**config.mk**
```make
export PLATFORM = sky130hd
export DESIGN_NAME = spi_adc_responder
export DESIGN_NICKNAME = d
export VERILOG_FILES = /design/src/rtl/spi_adc_pkg.sv /design/src/rtl/sync_edge.sv /design/src/rtl/spi_adc_responder.sv
export SDC_FILE = /design/constraint.sdc
export NUM_CORES = 1
export LEC_CHECK = 0
export CORE_AREA = 4 4 94 114
export DETAILED_ROUTE_END_ITERATION = 10
export DIE_AREA = 0 0 98 118
export HOLD_SLACK_MARGIN = 0.03
export PLACE_DENSITY_LB_ADDON = 0.15
export SKIP_LAST_GASP = 1
export SYNTH_ARGS = -nofsm -noshare
export SYNTH_HDL_FRONTEND = slang
export SYNTH_SLANG_ARGS = --single-unit
```
**constraint.sdc**
```tcl
create_clock -name clk -period 2.5 [get_ports clk]
set_input_delay 0.625 -clock clk [delete_from_list [all_inputs] [get_ports clk]]
set_output_delay 0.625 -clock clk [all_outputs]
set_load 0.005 [all_outputs]
```
**src/rtl/spi_adc_pkg.sv**
```systemverilog
// Shared constants for the SPI ADC responder: frame length, control-word field
// positions, the normal power mode and the frame state encoding.
package spi_adc_pkg;

    localparam int FRAME_BITS = 16;

    localparam int WRITE_BIT  = 15;
    localparam int ADD_HI     = 12;
    localparam int ADD_LO     = 10;
    localparam int PM_HI      = 9;
    localparam int PM_LO      = 8;
    localparam int RANGE_BIT  = 5;
    localparam int CODING_BIT = 4;

    localparam logic [1:0]  PM_NORMAL = 2'b11;
    localparam logic [11:0] MSB_FLIP  = 12'h800;

    typedef enum logic [1:0] {
        ST_IDLE  = 2'b00,
        ST_SHIFT = 2'b01,
        ST_DONE  = 2'b10
    } state_e;

endpackage

```
**src/rtl/sync_edge.sv**
```systemverilog
// Multi-flop synchronizer for one asynchronous input, with single-clock
// rise/fall pulses derived from the synchronized level.
module sync_edge #(
    parameter int   STAGES    = 2,
    parameter logic RESET_VAL = 1'b0
) (
    input  logic clk,
    input  logic rst_n,
    input  logic async_in,
    output logic sync_out,
    output logic rise,
    output logic fall
);

    logic [STAGES-1:0] chain_r;
    logic              prev_r;

    // Synchronizer chain plus one history flop for edge detection.
    always_ff @(posedge clk or negedge rst_n) begin
        if (!rst_n) begin
            chain_r <= {STAGES{RESET_VAL}};
            prev_r  <= RESET_VAL;
        end else begin
            chain_r <= {chain_r[STAGES-2:0], async_in};
            prev_r  <= chain_r[STAGES-1];
        end
    end

    assign sync_out = chain_r[STAGES-1];
    assign rise     = chain_r[STAGES-1] & ~prev_r;
    assign fall     = ~chain_r[STAGES-1] & prev_r;

endmodule

```
**src/rtl/spi_adc_responder.sv**
```systemverilog
// SPI slave emulating a multi-channel ADC: returns {0, addr, data12} per frame
// and accepts a control word that reconfigures channel, power mode and coding.
module spi_adc_responder
    import spi_adc_pkg::*;
#(
    parameter int SYNC_STAGES = 2,
    parameter int FRAME_BITS  = spi_adc_pkg::FRAME_BITS
) (
    input  logic             clk,
    input  logic             rst_n,
    input  logic             cs_n,
    input  logic             sclk,
    input  logic             din,
    output logic             dout,
    input  logic [7:0][11:0] sample,
    output logic [2:0]       cur_addr,
    output logic [1:0]       pm,
    output logic             range_sel,
    output logic             coding,
    output logic             frame_done,
    output logic             frame_err
);

    localparam int CW = $clog2(FRAME_BITS + 1);

    logic cs_lvl_s, cs_rise_s, cs_fall_s;
    logic sclk_lvl_s, sclk_rise_s, sclk_fall_s;
    logic din_s, din_rise_s, din_fall_s;

    sync_edge #(.STAGES(SYNC_STAGES), .RESET_VAL(1'b1)) u_sync_cs (
        .clk(clk), .rst_n(rst_n), .async_in(cs_n),
        .sync_out(cs_lvl_s), .rise(cs_rise_s), .fall(cs_fall_s));
    sync_edge #(.STAGES(SYNC_STAGES), .RESET_VAL(1'b1)) u_sync_sclk (
        .clk(clk), .rst_n(rst_n), .async_in(sclk),
        .sync_out(sclk_lvl_s), .rise(sclk_rise_s), .fall(sclk_fall_s));
    sync_edge #(.STAGES(SYNC_STAGES), .RESET_VAL(1'b0)) u_sync_din (
        .clk(clk), .rst_n(rst_n), .async_in(din),
        .sync_out(din_s), .rise(din_rise_s), .fall(din_fall_s));

    state_e                state_r, state_s;
    logic [FRAME_BITS-1:0] tx_r, tx_s, rx_r, rx_s, load_s;
    logic [CW-1:0]         cnt_r, cnt_s;
    logic                  dout_r, dout_s;
    logic [2:0]            addr_r, addr_s;
    logic [1:0]            pm_r, pm_s;
    logic                  range_r, range_s, coding_r, coding_s;
    logic                  done_r, done_s, err_r, err_s;
    logic [11:0]           data12_s;
    logic [FRAME_BITS+15:0] ext_s;
    logic                  last_edge_s;

    assign last_edge_s = sclk_fall_s && (cnt_r == CW'(FRAME_BITS - 1));

    // Conversion value presented at frame start; powered-down channels read zero.
    always_comb begin
        data12_s = 12'h000;
        if (pm_r != PM_NORMAL) begin
            data12_s = 12'h000;
        end else if (coding_r) begin
            data12_s = sample[addr_r];
        end else begin
            data12_s = sample[addr_r] ^ MSB_FLIP;
        end
        ext_s  = {1'b0, addr_r, data12_s, {FRAME_BITS{1'b0}}};
        load_s = ext_s[FRAME_BITS+15 -: FRAME_BITS];
    end

    // State register.
    always_ff @(posedge clk or negedge rst_n) begin
        if (!rst_n) begin
            state_r <= ST_IDLE;
        end else begin
            state_r <= state_s;
        end
    end

    // Next-state logic; a final edge coinciding with cs_n rise completes the frame.
    always_comb begin
        state_s = state_r;
        case (state_r)
            ST_IDLE:  state_s = cs_fall_s ? ST_SHIFT : ST_IDLE;
            ST_SHIFT: begin
                if (last_edge_s) begin
                    state_s = ST_DONE;
                end else if (cs_rise_s) begin
                    state_s = ST_IDLE;
                end else begin
                    state_s = ST_SHIFT;
                end
            end
            ST_DONE:  state_s = cs_rise_s ? ST_IDLE : ST_DONE;
            default:  state_s = ST_IDLE;
        endcase
    end

    // Datapath and output next-values per state.
    always_comb begin
        tx_s     = tx_r;
        rx_s     = rx_r;
        cnt_s    = cnt_r;
        dout_s   = 1'b0;
        addr_s   = addr_r;
        pm_s     = pm_r;
        range_s  = range_r;
        coding_s = coding_r;
        done_s   = 1'b0;
        err_s    = 1'b0;
        case (state_r)
            ST_IDLE: begin
                if (cs_fall_s) begin
                    tx_s   = load_s;
                    rx_s   = {FRAME_BITS{1'b0}};
                    cnt_s  = {CW{1'b0}};
                    dout_s = load_s[FRAME_BITS-1];
                end else begin
                    dout_s = 1'b0;
                end
            end
            ST_SHIFT: begin
                if (sclk_fall_s) begin
                    rx_s  = {rx_r[FRAME_BITS-2:0], din_s};
                    tx_s  = {tx_r[FRAME_BITS-2:0], 1'b0};
                    cnt_s = cnt_r + CW'(1);
                    if (last_edge_s) begin
                        dout_s = 1'b0;
                        done_s = 1'b1;
                        if (rx_s[WRITE_BIT]) begin
                            addr_s   = rx_s[ADD_HI:ADD_LO];
                            pm_s     = rx_s[PM_HI:PM_LO];
                            range_s  = rx_s[RANGE_BIT];
                            coding_s = rx_s[CODING_BIT];
                        end else begin
                            addr_s = addr_r;
                        end
                    end else begin
                        dout_s = tx_r[FRAME_BITS-2];
                    end
                end else if (cs_rise_s) begin
                    err_s  = 1'b1;
                    dout_s = 1'b0;
                end else begin
                    dout_s = dout_r;
                end
            end
            ST_DONE: dout_s = 1'b0;
            default: dout_s = 1'b0;
        endcase
    end

    // Registered datapath, configuration and status pulses.
    always_ff @(posedge clk or negedge rst_n) begin
        if (!rst_n) begin
            tx_r     <= {FRAME_BITS{1'b0}};
            rx_r     <= {FRAME_BITS{1'b0}};
            cnt_r    <= {CW{1'b0}};
            dout_r   <= 1'b0;
            addr_r   <= 3'd0;
            pm_r     <= PM_NORMAL;
            range_r  <= 1'b0;
            coding_r <= 1'b1;
            done_r   <= 1'b0;
            err_r    <= 1'b0;
        end else begin
            tx_r     <= tx_s;
            rx_r     <= rx_s;
            cnt_r    <= cnt_s;
            dout_r   <= dout_s;
            addr_r   <= addr_s;
            pm_r     <= pm_s;
            range_r  <= range_s;
            coding_r <= coding_s;
            done_r   <= done_s;
            err_r    <= err_s;
        end
    end

    assign dout       = dout_r;
    assign cur_addr   = addr_r;
    assign pm         = pm_r;
    assign range_sel  = range_r;
    assign coding     = coding_r;
    assign frame_done = done_r;
    assign frame_err  = err_r;

endmodule

```
-- Word level (Yosys, flattened, before mapping)
Cells that the tools add are included.
W data, S select, Z words.
- flip-flop bits (word level): 55
- bits in latches: 0
- bits in writable memories: 0
- ROM bits: 0
- input port bits: 101
- output and inout port bits: 10
- word-level logic and storage cells: 65
- memories: 0
- $add $sub $neg: 1
- multipliers: 0
- divide/modulo/power cells: 0
- $lt $le $gt $ge: 1
- equal/unequal tests: 7
- shifts and indexed selects: 0
- multiplexer cells: 28
- bitwise gates (word level): 7
- reductions and logical operators: 5
- operators with widths (kind ; number):
    $mux W15 ; 4
    $pmux W15 S2 ; 2
    $bmux W12 S3 ; 1
    $mux W12 ; 3
    $mux W1 ; 12
    $mux W5 ; 2
    $pmux W5 S2 ; 1
    $ne A2 B2 Y1 const B ; 3
    $pmux W2 S3 ; 1
    $add A5 B1 Y5 const B ; 1
    $eq A5 B4 Y1 const B ; 1
    $lt A3 B4 Y1 const B ; 1
    $mux W2 ; 2
    $not A1 Y1 ; 4
    $reduce_and A4 Y1 ; 1
    $and A1 B1 Y1 ; 3
    $ne A3 B3 Y1 const B ; 1
    $reduce_and A3 Y1 ; 1
    $eq A2 B1 Y1 const B ; 1
    $eq A2 B2 Y1 const B ; 1
    $logic_not A2 Y1 ; 1
    $reduce_bool A2 Y1 ; 1
    $logic_and A1 B1 Y1 ; 1

-- Logic depth before layout (Yosys ltp)
Gate-level depths: netlist of the first run.
- depth in word-level cells: 7
- gate-level depth with buffers: 6
- mapped depth without buffers: 6

-- Modules after synthesis
Synthesis of the first run repeated with hierarchy kept, for this count alone.
- cells, all modules: 210
- area, all modules: 2889.0 µm²
- by module, submodules not included (module ; times used ; cells an instance ; area an instance (µm²) ; seq. area each (µm²)):
    spi_adc_responder ; 1 ; 195 ; 2611.3 ; 1179.9
    sync_edge (u_sync_cs ...) ; 2 ; 5 ; 93.8 ; 78.8
    sync_edge (u_sync_din) ; 1 ; 5 ; 90.1 ; 75.1

-- Worst setup path before layout of the first run
Ideal clock, no wire load.
- kind: register -> register
- start: register cnt_r[0]
- end: register addr_r[0], in the netlist cur_addr[0]
- setup time: 125 ps
- data arrival time: 1564 ps
- data required time: 2375 ps
- setup slack: 811 ps
- cell stages (with the launch flop): 7
- buffers on the path: 0
- period minus slack after synthesis: 1689 ps
- cells stage by stage: dfrtp_1 > ha_1 > and3_1 > ha_1 > and2_4 > nand2_2 > mux2_2
- longest elaborated chain between the ends: 3
- ends and longest elaborated chain (element ; line ; RTL):
    from (decl) ; spi_adc_responder.sv:42 ; logic [CW-1:0] cnt_r, cnt_s;
    from (signal assigned) ; spi_adc_responder.sv:155 ; cnt_r <= {CW{1'b0}};
    from (signal assigned) ; spi_adc_responder.sv:166 ; cnt_r <= cnt_s;
    $eq A5 B4 Y1 ; spi_adc_responder.sv:52 ; assign last_edge_s = sclk_fall_s && (cnt_r == CW'(FRAME_BITS - 1));
    $logic_and A1 B1 Y1 ; spi_adc_responder.sv:52 ;
    $reduce_and A4 Y1 (no line) ; n/a ;
    to (signal assigned) ; spi_adc_responder.sv:168 ; addr_r <= addr_s;
    to (decl) ; spi_adc_responder.sv:44 ; logic [2:0] addr_r, addr_s;
No other way between the ends.
A chain may end at the register's enable or synchronous reset.

-- Worst setup path in the final report of the first run
- start: register addr_r[0], in the netlist cur_addr[0]
- end: output cur_addr[0]
- RTL lines (element ; line ; RTL):
    to (decl) ; spi_adc_responder.sv:16 ; output logic [2:0] cur_addr,
No word-level cell between the ends.

==> results of run 1 <==
-- final cells by class --
cell class,instances,share of cell area [%]
Inverter,2,0.1786
Sequential cell,55,33.01
Clock inverter,2,0.2976
Timing Repair Buffer,117,27.62
Multi-Input combinational cell,129,32.17
Tap cell,123,3.661
Clock buffer,6,3.065
-- sequential cells by signal, indices dropped and copies added, names as in the netlist, 2 cells and up --
signal,flops
rx_r,15
tx_r,15
cnt_r,5
cur_addr,3
pm,2
state_r,2
u_sync_cs.chain_r,2
u_sync_din.chain_r,2
u_sync_sclk.chain_r,2
-- through the flow --
stage / cell area [um^2] / utilization, % / hold slack, ps
after floorplan: 2843 / - / 329.4
after global placement: 4063 / 42.70 / 336.0
after detailed placement: 4063 / 42.70 / 341.0
after CTS: 4204 / 44.18 / 347.4
after global routing: 4204 / 44.18 / 358.6
final: 4204 / 44.18 / 326.6
-- routing by layer --
layer	vias up	track usage, %	share of wire, %
met5	-	0	0
met3	4	3.734	9.2
met2	89	19.55	48
met4	0	2.857	0.91
met1	1004	13.97	42
li1	1004	-	-
-- final timing paths --
| kind | end | slack (ps) | start | cells past startpoint |
|---|---|---|---|---|
| hold reg to reg | u_sync_din.chain_r[1] | 350 | u_sync_din.chain_r[0] | 0 |
| min in group clk | u_sync_din.chain_r[1] | 350 | u_sync_din.chain_r[0] | 0 |
| hold / removal | frame_err | 330 | rst_n | 1 |
| setup / recovery | cur_addr[0] | 390 | cur_addr[0] | 1 |
| max in group asynchronous | pm[0] | 1540 | rst_n | 2 |
| setup reg to reg | tx_r[11] | 630 | u_sync_sclk.chain_r[1] | 5 |
-- synthesized netlist by cell type (2+ instances only) --
master / instances
o221ai_1: 3
a22oi_1: 7
dfrtp_1: 46
mux2_2: 7
a31o_2: 2
clkbuf_1: 6
nand2_1: 15
mux4_1: 4
nand2b_1: 2
nor2_1: 3
buf_6: 2
o21ai_0: 15
a22o_1: 16
ha_1: 2
nand3b_1: 4
dfstp_2: 9
buf_4: 2
mux4_2: 20
buf_2: 7
inv_1: 2
mux2i_1: 15
-- power groups by stage --
stage / clock, mW / sequential [mW] / combinational [mW]
detailed placement: 0 / 0.971 / 0.323
global route: 0.728 / 0.958 / 0.348
finish: 0.672 / 0.954 / 0.318
floorplan: 0 / 0.964 / 0.125
CTS: 0.695 / 0.955 / 0.324
global placement: 0 / 0.970 / 0.317
-- logic make-up after synthesis --
logic type                 synth area share [%]
DFF                                       48.81
muxes                                     27.60
AOI/OAI and AO/OA                         11.58
and+or+nand+nor                           6.910
buffers and inverters                     3.609
xor gates and xnor gates                 0.6163
adders and majority gates                0.8801
==> results by group, run 1 <==
Outcome
  – Status: finished, final reports clean

Floorplan
  – Core box area: 0.009515 mm^2
  – Placement Rows: 39
  – Starting Density: 29.88%
  – Die area: 0.01156 mm^2
  – Die Ht: 118 um
  – # IOs: 111
  – Die W: 98 um

Placement
  – Post-Place Worst Slack: 418.9 ps
  – Port Buf Inserts: 110
  – Placed cells: 426
  – Final Wtd Congestion: 0.7019
  – Post-detail-place hpwl: 5180 um

Setup path
  – CP max stage cell: dfrtp_1
  – Crit path largest cell delay: 600 ps
  – Critical Path AT: 1490 ps
  – Type of the worst setup path: reg -> out
  – Crit-path max FO: 8
  – CP Data Required Time: 1880 ps
  – Setup crit end kind: primary output
  – Crit path cell chain: clkdlybuf4s50_1
  – WP buf/inv: 1
  – Crit-path leading delay family: flip-flops
  – Crit path launch type: flip-flop

Layout
  – Net count reported at finish: 413
  – Layout cells sized above 1: 18.65%
  – Area taken by multi-input logic gates: 0.001353 mm^2
  – Antenna diodes: 0
  – Number of filler cells placed in the layout: 893
  – Register area: 0.001388 mm^2
  – Final cell count without fillers: 434
  – Commonest non-fill, non-tap cell in the layout: clkdlybuf4s50_1
  – Most frequent cells in the layout: 109 x clkdlybuf4s50_1, 46 x dfrtp_1, 20 x mux4_2
  – Syn-to-layout area delta: 47.89%

Global route
  – GR Overflow Total: 0
  – Vias in the first global route: 2330
  – Global-route wire length before repair: 10890 um
  – Total GRT Usage: 11.48%
  – Initial antenna violation count: 0
  – Pin count of the biggest net entering global routing: 43

Synthesis
  – Synth Cell Area: 0.002843 mm^2
  – Post-synthesis sequential area ratio: 48.81%
  – Top-area cell type share of the netlist area: 40.49%
  – Post-synth EDFFs: 0
  – Flop and latch count out of synthesis: 55
  – Unique cell type count in the Yosys netlist: 35
  – Avg Inst Size Synth: 14.00 um^2
  – Mapped Cells: 203
  – Asr flop ratio synth: 100.0%
  – YS warnings: 0
  – Post-Syn Nets: 306
  – Most area-consuming cells after synthesis: dfrtp_1 40%, mux4_2 16%, dfstp_2 8.3%
  – Largest area contributor in the netlist: dfrtp_1
  – Top FF cell, synth: dfrtp_1

Detailed routing
  – Detailed-route vias per instance: 4.841
  – Remaining DRCs: 0
  – DR pass1 iterations: 4
  – ANT nets after route: 0
  – Routed WL per cell: 15.44 um
  – Initial DRC Count: 69
  – Vias: 2101
  – Final wirelength: 6703 um

Clocking
  – Num CTS Buffers: 5
  – # Post-CTS Setup Buffers: 0
  – # resized after CTS: 0
  – Sink Count: 55
  – CTS tree: built
  – Max clock buf depth: 2
  – Hold-fix buffers at CTS: 0
  – CTS clk-pin slew, worst paths: 70 ps
  – # H-tree levels: 2
  – Clock Tree Root: clkbuf_16
  – Worst-Skew Late Latency: 290 ps

Timing
  – Slew HR: 61.07%
  – Minimum clock period: 2113 ps
  – RSZ-0062 raised after global routing: no
  – Final worst path period share: 84.54%
  – Setup-failing EPs final: 0
  – Clock Skews: 4.946 ps
  – Final Hold Fails: 0
  – Count of pins over their slew limit: 0
  – TNS Setup: 0 ps
  – Tightest Pin Transition: 581.8 ps
  – Max Freq: 473.2 MHz
  – Worst Slack Setup Final: 386.6 ps

Power and ir drop
  – NetSw: 0.4408 mW
  – Reg power frac: 49.1%
  – Switching share of power: 22.67%
  – PD cells: 462.5 mW/mm^2
  – Leakage power: 1.655 nW
  – Peak supply drop: 0.0003150 V
  – Comb pwr share: 16.3%
  – Internal power: 1.504 mW
  – Design Power: 1.944 mW
  – Power share of the clock group: 34.6%

Job
  – Max Cap Viol: 0

Worst hold path
  – Class of the worst hold path: in -> async
Power figures use the tool's default switching activity.
==> inputs of run 2 (changes only) <==
==> constraint.sdc (replaced) <==
create_clock -name clk -period 2.1 [get_ports clk]
set_input_delay 0.525 -clock clk [delete_from_list [all_inputs] [get_ports clk]]
set_output_delay 0.525 -clock clk [all_outputs]
set_load 0.005 [all_outputs]
==> run 2 against run 1 <==
Compared with the run above: register-to-register slack lost 390 ps; core utilization grew 0.41 points; setup slack lost 290 ps; largest cell class unchanged; count of clock-buffer cells in the layout shrank 1; wire length shrank 1.8%; cell area grew 0.92%; flip-flop and latch count is the same; largest power group unchanged.
==> results by group, run 2 (synthesized netlist as in run 1, its figures left out) <==
Setup path
  – Worst setup path startpoint: cur_addr[1] (was cur_addr[0])
  – CP Data Required Time: 1570 ps (was 1880 ps)
  – RR Endpoint: cur_addr[1] (was tx_r[11])
  – WP buf/inv: 1 (unchanged)
  – Crit path largest cell delay: 600 ps (about the same)
  – Crit-path leading delay family: flip-flops (unchanged)
  – Type of the worst setup path: reg -> out (unchanged)
  – Crit path cell chain: clkdlybuf4s50_1 (unchanged)
  – Critical Path AT: 1470 ps (was 1490 ps)
  – RR Startpoint: cnt_r[0] (was u_sync_sclk.chain_r[1])
  – Crit-path max FO: 10 (was 8)
  – R2r setup slk: 240 ps (was 630 ps)
  – Setup crit end kind: primary output (unchanged)
  – Cells on worst reg2reg path: 6 (was 5)
  – CP max stage cell: dfrtp_1 (unchanged)
  – Crit path launch type: flip-flop (unchanged)

Layout
  – Top Registers: rx_r (15), tx_r (15), cnt_r (5) (unchanged)
  – Final cell count without fillers: 435 (was 434)
  – Core Util, Final: 44.59% (was 44.18%)
  – Commonest non-fill, non-tap cell in the layout: clkdlybuf4s50_1 (unchanged)
  – Syn-to-layout area delta: 49.25% (was 47.89%)
  – Most frequent cells in the layout: 109 x clkdlybuf4s50_1, 46 x dfrtp_1, 20 x mux4_2 (unchanged)
  – Antenna diodes: 0 (unchanged)
  – Number of filler cells placed in the layout: 908 (was 893)
  – Net count reported at finish: 414 (was 413)
  – Design area: 0.004243 mm^2 (was 0.004204 mm^2)
  – Layout cells sized above 1: 19.23% (was 18.65%)

Detailed routing
  – DR WL met3: 573 um (was 617 um)
  – Initial DRC Count: 79 (was 69)
  – Routed WL per cell: 15.13 um (was 15.44 um)
  – ANT nets after route: 0 (unchanged)
  – M1 wire length: 2851 um (was 2817 um)
  – Remaining DRCs: 0 (unchanged)
  – Vias: 2089 (was 2101)
  – DR pass1 iterations: 5 (was 4)
  – Met2 WL post-DR: 3090 um (was 3207 um)
  – Highest routed metal layer: met4 (unchanged)
  – Detailed-route vias per instance: 4.802 (was 4.841)
  – Final wirelength: 6580 um (was 6703 um)

Global route
  – Initial antenna violation count: 0 (unchanged)
  – Global-route wire length before repair: 10820 um (was 10890 um)
  – GR Overflow Total: 0 (unchanged)
  – Vias in the first global route: 2268 (was 2330)
  – Total GRT Usage: 11.47% (was 11.48%)
  – Pin count of the biggest net entering global routing: 56 (was 43)

Placement
  – Placed Area: 0.004095 mm^2 (was 0.004063 mm^2)
  – Post-Place Worst Slack: 148.8 ps (was 418.9 ps)
  – Final Wtd Congestion: 0.7153 (was 0.7019)
  – Port Buf Inserts: 110 (unchanged)
  – Placed cells: 427 (was 426)
  – Post-detail-place hpwl: 4946 um (was 5180 um)

Timing
  – Minimum clock period: 1999 ps
  – Worst Slack Setup Final: 101.5 ps (was 386.6 ps)
  – Tightest Pin Transition: 544.3 ps (was 581.8 ps)
  – Final worst path period share: 95.17%
  – Slew HR: 63.58% (was 61.07%)
  – RSZ-0062 raised after global routing: no (unchanged)
  – Setup-failing EPs final: 0 (unchanged)
  – TNS Setup: 0 ps (unchanged)
  – Clock Skews: 8.532 ps (was 4.946 ps)
  – Max Freq: 500.4 MHz
  – Final hold slack: 213.1 ps (was 326.6 ps)
  – Count of pins over their slew limit: 0 (unchanged)
  – Final Hold Fails: 0 (unchanged)

Outcome
  – Status: finished, final reports clean (unchanged)

Clocking
  – # H-tree levels: 2 (unchanged)
  – CTS tree: built (unchanged)
  – CTS clk-pin slew, worst paths: 70 ps (about the same)
  – Worst-Skew Late Latency: 290 ps (about the same)
  – Max clock buf depth: 2 (unchanged)
  – Sink Count: 55 (unchanged)
  – # Post-CTS Setup Buffers: 0 (unchanged)
  – # resized after CTS: 0 (unchanged)
  – Num CTS Buffers: 5 (unchanged)
  – Clock Tree Root: clkbuf_16 (unchanged)
  – Hold-fix buffers at CTS: 0 (unchanged)

Floorplan
  – Die Ht: 118 um (unchanged)
  – Starting Density: 29.88% (unchanged)
  – Die W: 98 um (unchanged)
  – Die area: 0.01156 mm^2 (unchanged)
  – Placement Rows: 39 (unchanged)
  – # IOs: 111 (unchanged)
  – Core box area: 0.009515 mm^2 (unchanged)

Power and ir drop
  – Leakage power: 1.674 nW (was 1.655 nW)
  – Design Power: 2.355 mW (was 1.944 mW)
  – Peak supply drop: 0.0003957 V (was 0.0003150 V)
  – PD cells: 555.0 mW/mm^2 (was 462.5 mW/mm^2)

Worst hold path
  – Class of the worst hold path: in -> async (unchanged)

Job
  – Max Cap Viol: 0 (unchanged)
-- run 2: cell types whose count changed in the layout (fill, tap and decap cells not counted), sizes merged --
cell | before | now
buf | 8 | 9
clkbuf | 6 | 5
clkinv | 1 | 2
clkinvlp | 1 | 0
inv | 2 | 3
-- run 2: worst max path at each step --
stage                   to  cells after the start
2_1_floorplan  cur_addr[0]                      6
3_3_place_gp      tx_r[11]                      5
3_5_place_dp      tx_r[11]                      5
4_1_cts        cur_addr[0]                      2
5_1_grt        cur_addr[0]                      2
6_report       cur_addr[1]                      1
-- run 2: per-layer routing --
metal	vias up	global-route usage (%)
met5	-	0
li1	1004	-
met4	0	3.636
met1	990	14.43
met3	4	3.497
met2	91	18.78
-- run 2: layout make-up --
cell class | instances | area [um^2] | area share, %
clock buffer | 5 | 125.1 | 2.949
clock inverter | 3 | 22.52 | 0.5308
inverter | 2 | 7.507 | 0.1769
multi-input combinational | 129 | 1353 | 31.88
sequential | 55 | 1388 | 32.70
tap | 123 | 153.9 | 3.627
timing repair buffer | 118 | 1194 | 28.13
-- run 2: report_power, final --
group / internal (mW) / leakage [nW] / switching, mW / total, mW
logic: 0.253 / 0.873 / 0.133 / 0.385
clock network: 0.447 / 0.0742 / 0.387 / 0.834
registers: 1.10 / 0.727 / 0.0313 / 1.14
total: 1.80 / 1.67 / 0.551 / 2.35
==> edit 1: new RTL, config.mk and constraints of run 2 <==
The 3 states of `state_e` get a one-hot encoding in 3 bits.
--- a/src/rtl/spi_adc_pkg.sv
+++ b/src/rtl/spi_adc_pkg.sv
@@ -15,10 +15,10 @@
     localparam logic [1:0]  PM_NORMAL = 2'b11;
     localparam logic [11:0] MSB_FLIP  = 12'h800;
 
-    typedef enum logic [1:0] {
-        ST_IDLE  = 2'b00,
-        ST_SHIFT = 2'b01,
-        ST_DONE  = 2'b10
+    typedef enum logic [2:0] {
+        ST_IDLE  = 3'b001,
+        ST_SHIFT = 3'b010,
+        ST_DONE  = 3'b100
     } state_e;
 
 endpackage
Check against the original RTL: no difference found for any inputs over 10 cycles, from zero or initial values and one cycle with rst_n low; not proved beyond that.
==> edit 1 against run 2 <==
- synthesized area is 2.3% higher
- wire length rose by 4.0%
- critical path depth unchanged
- design area is 2.7% higher
- total power decreased by 0.26%
- global-route usage up 0.62 points
- sequential cell count increased by 1
- worst setup slack better by 0.10 ns
- critical path type unchanged
- largest cell class unchanged
==> edit 1: results (changes against run 2) <==
[detailed_routing]
first_pass_iters=4  ; -1
vias=2151  ; +3.0%
drt_iter0_markers=67  ; -15%
vias_per_cell=4.87  ; +1.3%
drt_wl_total_um=6840  ; +4.0%

[power]
p_leak_nw=1.71  ; +2.3%
vdd.ir_drop.worst_v=0.000290  ; -27%

[placement]
dp.cells=434  ; +1.6%
dp.final_hpwl_um=5360  ; +8.4%
gp_congestion=0.684  ; -4.4%
post-place-ws_ns=0.151  ; +0.00247 ns

[yosys]
synth_cell_types=38  ; +8.6%
synth_area_per_cell_um2=14.0  ; +0.31%
yosys-top-cells-count=dfrtp_1 (46), mux4_2 (24), a22o_1 (16)
synth_nets=310  ; +1.3%

[run_status]
outcome=completed

[critical_path]
worstPathMaxFanout=3  ; -7
rrSetupSlack_ns=0.29  ; +0.05 ns
cpLargestDelayFamily=flip-flops
cp_slowest_cell=dfstp_2
worstPathArrival_ns=1.37  ; -0.10 ns
critPathMaxStageDelay_ns=0.57  ; -0.03 ns
reg2reg_to=cur_addr[2]$_DFFE_PN0P_

[global_routing]
grt_max_degree=38  ; -32%
grt_use_total=0.121  ; +0.00620
grt_first_pass_wirelength_um=11300  ; +4.8%
grt_pass1_vias=2346  ; +3.4%

[finish]
drive_above_1_share=0.210  ; +0.0177
layout.nets=421  ; +1.7%

[timing]
layout_setup_ws_ns=0.205  ; +0.104 ns
slew_headroom=0.684  ; +0.0485
final.setup_skew_ns=0.00567  ; -0.00286 ns
timing.hold.ws_ns=0.185  ; -0.0277 ns

[hold_path]
hp-class=in -> async

[edit 1: cell types whose count changed in the layout (fill, tap and decap cells not counted), moves of 3 or more]
cell,run 2,this run
mux4_2,20,24
mux2_4,0,7
o221ai_1,3,0
mux2_2,7,0
o21ai_0,15,8
o21ai_1,0,8
mux4_1,4,0
nand2_1,15,9
a22oi_1,7,10
[edit 1: worst max path at each step]
stage | startpoint | end | cells past startpoint
2_1_floorplan | cnt_r[0]$_DFFE_PN0P_ | cur_addr[0]$_DFFE_PN0P_ | 6
3_3_place_gp | sample[95] | tx_r[11]$_DFFE_PN0P_ | 5
3_5_place_dp | sample[71] | tx_r[11]$_DFFE_PN0P_ | 5
4_1_cts | coding$_DFFE_PN1P_ | coding | 1
5_1_grt | coding$_DFFE_PN1P_ | coding | 1
6_report | coding$_DFFE_PN1P_ | coding | 1
[edit 1: per-layer routing]
layer  vias up  global-route usage  part of all wire  wire length [µm]
met1      1025               0.143              0.40              2770
met2       100               0.205              0.48              3300
met4         0              0.0338            0.0096                66
met3         4              0.0445              0.10               705
met5         -                   0                 0                 0
li1       1022                   -                 -                 -
[edit 1: logic make-up after synthesis]
family	share of synthesized area
compound gates	0.120
xor+xnor	0.0121
fa+ha+maj	0.00860
buf+inv	0.0288
flops	0.486
mux	0.274
simple gates	0.0706
[edit 1: layout make-up]
class	count	area, µm²
clock buffer	5	125
fill	898	5160
tap	123	154
timing repair buffer	120	1210
sequential	56	1420
inverter	1	3.75
clock inverter	3	42.5
multi-input combinational	134	1410
[edit 1: through the flow]
step	cell area [µm²]	util
floorplan	2910	-
global placement	4190	0.441
detailed placement	4190	0.441
CTS	4360	0.458
global route	4360	0.458
finish	4360	0.458
[edit 1: power by group]
part / leakage (nW) / switching, mW / total [mW] / internal [mW]
Clock: 0.0798 / 0.368 / 0.929 / 0.560
Combinational: 0.894 / 0.0885 / 0.309 / 0.221
Sequential: 0.740 / 0.0122 / 1.11 / 1.10
Total: 1.71 / 0.469 / 2.35 / 1.88
==> edit 2: new RTL, flow settings as in run 2 <==
Without the edit above. `RESET_VAL` is set to 1'b1 in 2 places; all go to 1'b0.
--- a/src/rtl/spi_adc_responder.sv
+++ b/src/rtl/spi_adc_responder.sv
@@ -27,10 +27,10 @@
     logic sclk_lvl_s, sclk_rise_s, sclk_fall_s;
     logic din_s, din_rise_s, din_fall_s;
 
-    sync_edge #(.STAGES(SYNC_STAGES), .RESET_VAL(1'b1)) u_sync_cs (
+    sync_edge #(.STAGES(SYNC_STAGES), .RESET_VAL(1'b0)) u_sync_cs (
         .clk(clk), .rst_n(rst_n), .async_in(cs_n),
         .sync_out(cs_lvl_s), .rise(cs_rise_s), .fall(cs_fall_s));
-    sync_edge #(.STAGES(SYNC_STAGES), .RESET_VAL(1'b1)) u_sync_sclk (
+    sync_edge #(.STAGES(SYNC_STAGES), .RESET_VAL(1'b0)) u_sync_sclk (
         .clk(clk), .rst_n(rst_n), .async_in(sclk),
         .sync_out(sclk_lvl_s), .rise(sclk_rise_s), .fall(sclk_fall_s));
     sync_edge #(.STAGES(SYNC_STAGES), .RESET_VAL(1'b0)) u_sync_din (
Behaviour: not the same (a bounded check fails within 10 cycles, from zero or initial values and one cycle with rst_n low).
==> edit 2 against run 2 <==
- register-to-register slack better by 0.02 ns
- synthesized area is 0.26% lower
- first-iteration DRC count is 14% lower
- via count is 0.67% higher
- worst setup slack better by 0.010 ns
- wire length is 2.0% higher
- die area stayed put
- design area is 0.32% lower
- sequential cell count stayed put
- largest cell class unchanged
- total power is 0.91% higher
==> edit 2: results (changes against run 2) <==
[run_status]
outcome=completed

[yosys]
synth_cells=203  ; unchanged
synth_cell_types=35  ; unchanged
synth_area_leaders=dfrtp_1 (46%), mux4_2 (16%), mux2i_1 (5.3%)
yosys_warnings=0  ; unchanged
yosys-top-cells-count=dfrtp_1 (52), mux4_2 (20), a22o_1 (16)
synth-async-reset-ratio=1.00  ; unchanged
synth_nets=306  ; unchanged
ys_seq_area_frac=0.487  ; -0.00136
yosysMostFrequentCell=dfrtp_1

[detailed_routing]
drt_wl_total_um=6710  ; +2.0%
vias_per_cell=4.86  ; +1.1%
drt_iter0_markers=68  ; -14%
wl_per_cell_um=15.5  ; +2.5%
first_pass_iters=4  ; -1

[global_routing]
grt_use_total=0.116  ; +0.00171
grt_pass1_vias=2331  ; +2.8%
grt_first_pass_wirelength_um=11000  ; +1.6%
grt_max_degree=56  ; unchanged
antenna_found_initial=0  ; unchanged

[clocking]
ctsHtreeMaxLevel=2  ; unchanged
post_cts_buffers=0  ; unchanged
cts_buffers=5  ; unchanged
cts_resized=0  ; unchanged
clkTransAtPathRegs_ns=0.07  ; about the same
clock_latency_ns=0.29  ; about the same
clockRootBuffer=clkbuf_16
cts_buffer_depth=2  ; unchanged

[timing]
final.setup_skew_ns=0.00613  ; -0.00240 ns
slew_viol_final=0  ; unchanged
slew_headroom=0.647  ; +0.0109

[critical_path]
worstPathMaxFanout=26  ; +16
reg2reg_to=cur_addr[0]$_DFFE_PN0P_
rrSetupSlack_ns=0.26  ; +0.02 ns
worstPathArrival_ns=1.46
r2r_cells=6  ; unchanged
cp_slowest_cell=clkdlybuf4s50_1
critPathMaxStageDelay_ns=0.55  ; -0.05 ns
r2r-start=cnt_r[0]$_DFFE_PN0P_

[placement]
gp_congestion=0.695  ; -2.9%
dp.final_hpwl_um=5070  ; +2.6%
dp.cells=425  ; -0.47%
io_buffer_count=110  ; unchanged

[power]
p_switching_mw=0.523  ; -5.1%
vdd.ir_drop.worst_v=0.000312  ; -21%
p_leak_nw=1.67  ; -0.16%

[finish]
fillerInstances=882  ; -2.9%
layout_commonest_cell=clkdlybuf4s50_1
layout.nets=412  ; -0.48%
n_antenna_cell=0  ; unchanged
largestRegisters=rx_r: 15 flops, tx_r: 15 flops, cnt_r: 5 flops
drive_above_1_share=0.165  ; -0.0278

[hold_path]
hp-class=in -> async

[edit 2: cell types whose count changed after synthesis]
cell / delta
dfstp_2: -6
dfrtp_1: +6
[edit 2: final cells by class]
cell class                      instances  share of cell area
Sequential cell                        55               0.326
Multi-Input combinational cell        129               0.320
Timing Repair Buffer                  116               0.279
Clock buffer                            8              0.0370
Tap cell                              123              0.0364
Inverter                                2             0.00178
[edit 2: worst max path at each step]
stage / start / end / slack [ns] / cells past startpoint
2_1_floorplan: cnt_r[0]$_DFFE_PN0P_ / cur_addr[0]$_DFFE_PN0P_ / 0.41 / 6
3_3_place_gp: sample[95] / tx_r[11]$_DFFE_PN0P_ / 0.15 / 5
3_5_place_dp: sample[47] / tx_r[11]$_DFFE_PN0P_ / 0.13 / 5
4_1_cts: cur_addr[0]$_DFFE_PN0P_ / cur_addr[0] / 0.08 / 2
5_1_grt: cur_addr[0]$_DFFE_PN0P_ / cur_addr[0] / 0.04 / 2
6_report: cur_addr[0]$_DFFE_PN0P_ / cur_addr[0] / 0.11 / 2
[edit 2: critical path: cells and delay by family (launching register included)]
kind                   cells  cell delay (ns)
buffers and inverters      2             0.78
flip-flops                 1             0.39
[edit 2: routing by layer]
metal	vias to the layer above	global-route usage	share of wire
met1	1014	0.143	0.42
met5	-	0	0
met2	86	0.199	0.48
li1	998	-	-
met4	0	0.0338	0.011
met3	5	0.0308	0.086
[edit 2: cells by family after synthesis]
kind of cell    after synthesis  synth area share
xor+xnor                      2           0.00618
simple gates                 34            0.0693
mux                          46             0.277
fa+ha+maj                     2           0.00882
flops                        55             0.487
buf+inv                      19            0.0362
compound gates               45             0.116
[edit 2: power by group through the flow]
stage	Clock (mW)	Sequential [mW]	Combinational, mW
6_report	0.866	1.13	0.380
5_1_grt	0.935	1.14	0.417
4_1_cts	0.887	1.13	0.389
3_5_place_dp	0	1.15	0.387
3_3_place_gp	0	1.15	0.382
2_1_floorplan	0	1.14	0.149
[edit 2: through the flow]
step           power (mW)  hold WS (ns)  setup slack, ns   util  area, µm²
2_1_floorplan        1.29         0.229            0.411      -       2840
6_report             2.38         0.224            0.112  0.444       4230
4_1_cts              2.41         0.240           0.0823  0.444       4230
5_1_grt              2.49         0.253           0.0397  0.444       4230
3_5_place_dp         1.54         0.341            0.131  0.428       4070
3_3_place_gp         1.53         0.336            0.154  0.428       4070
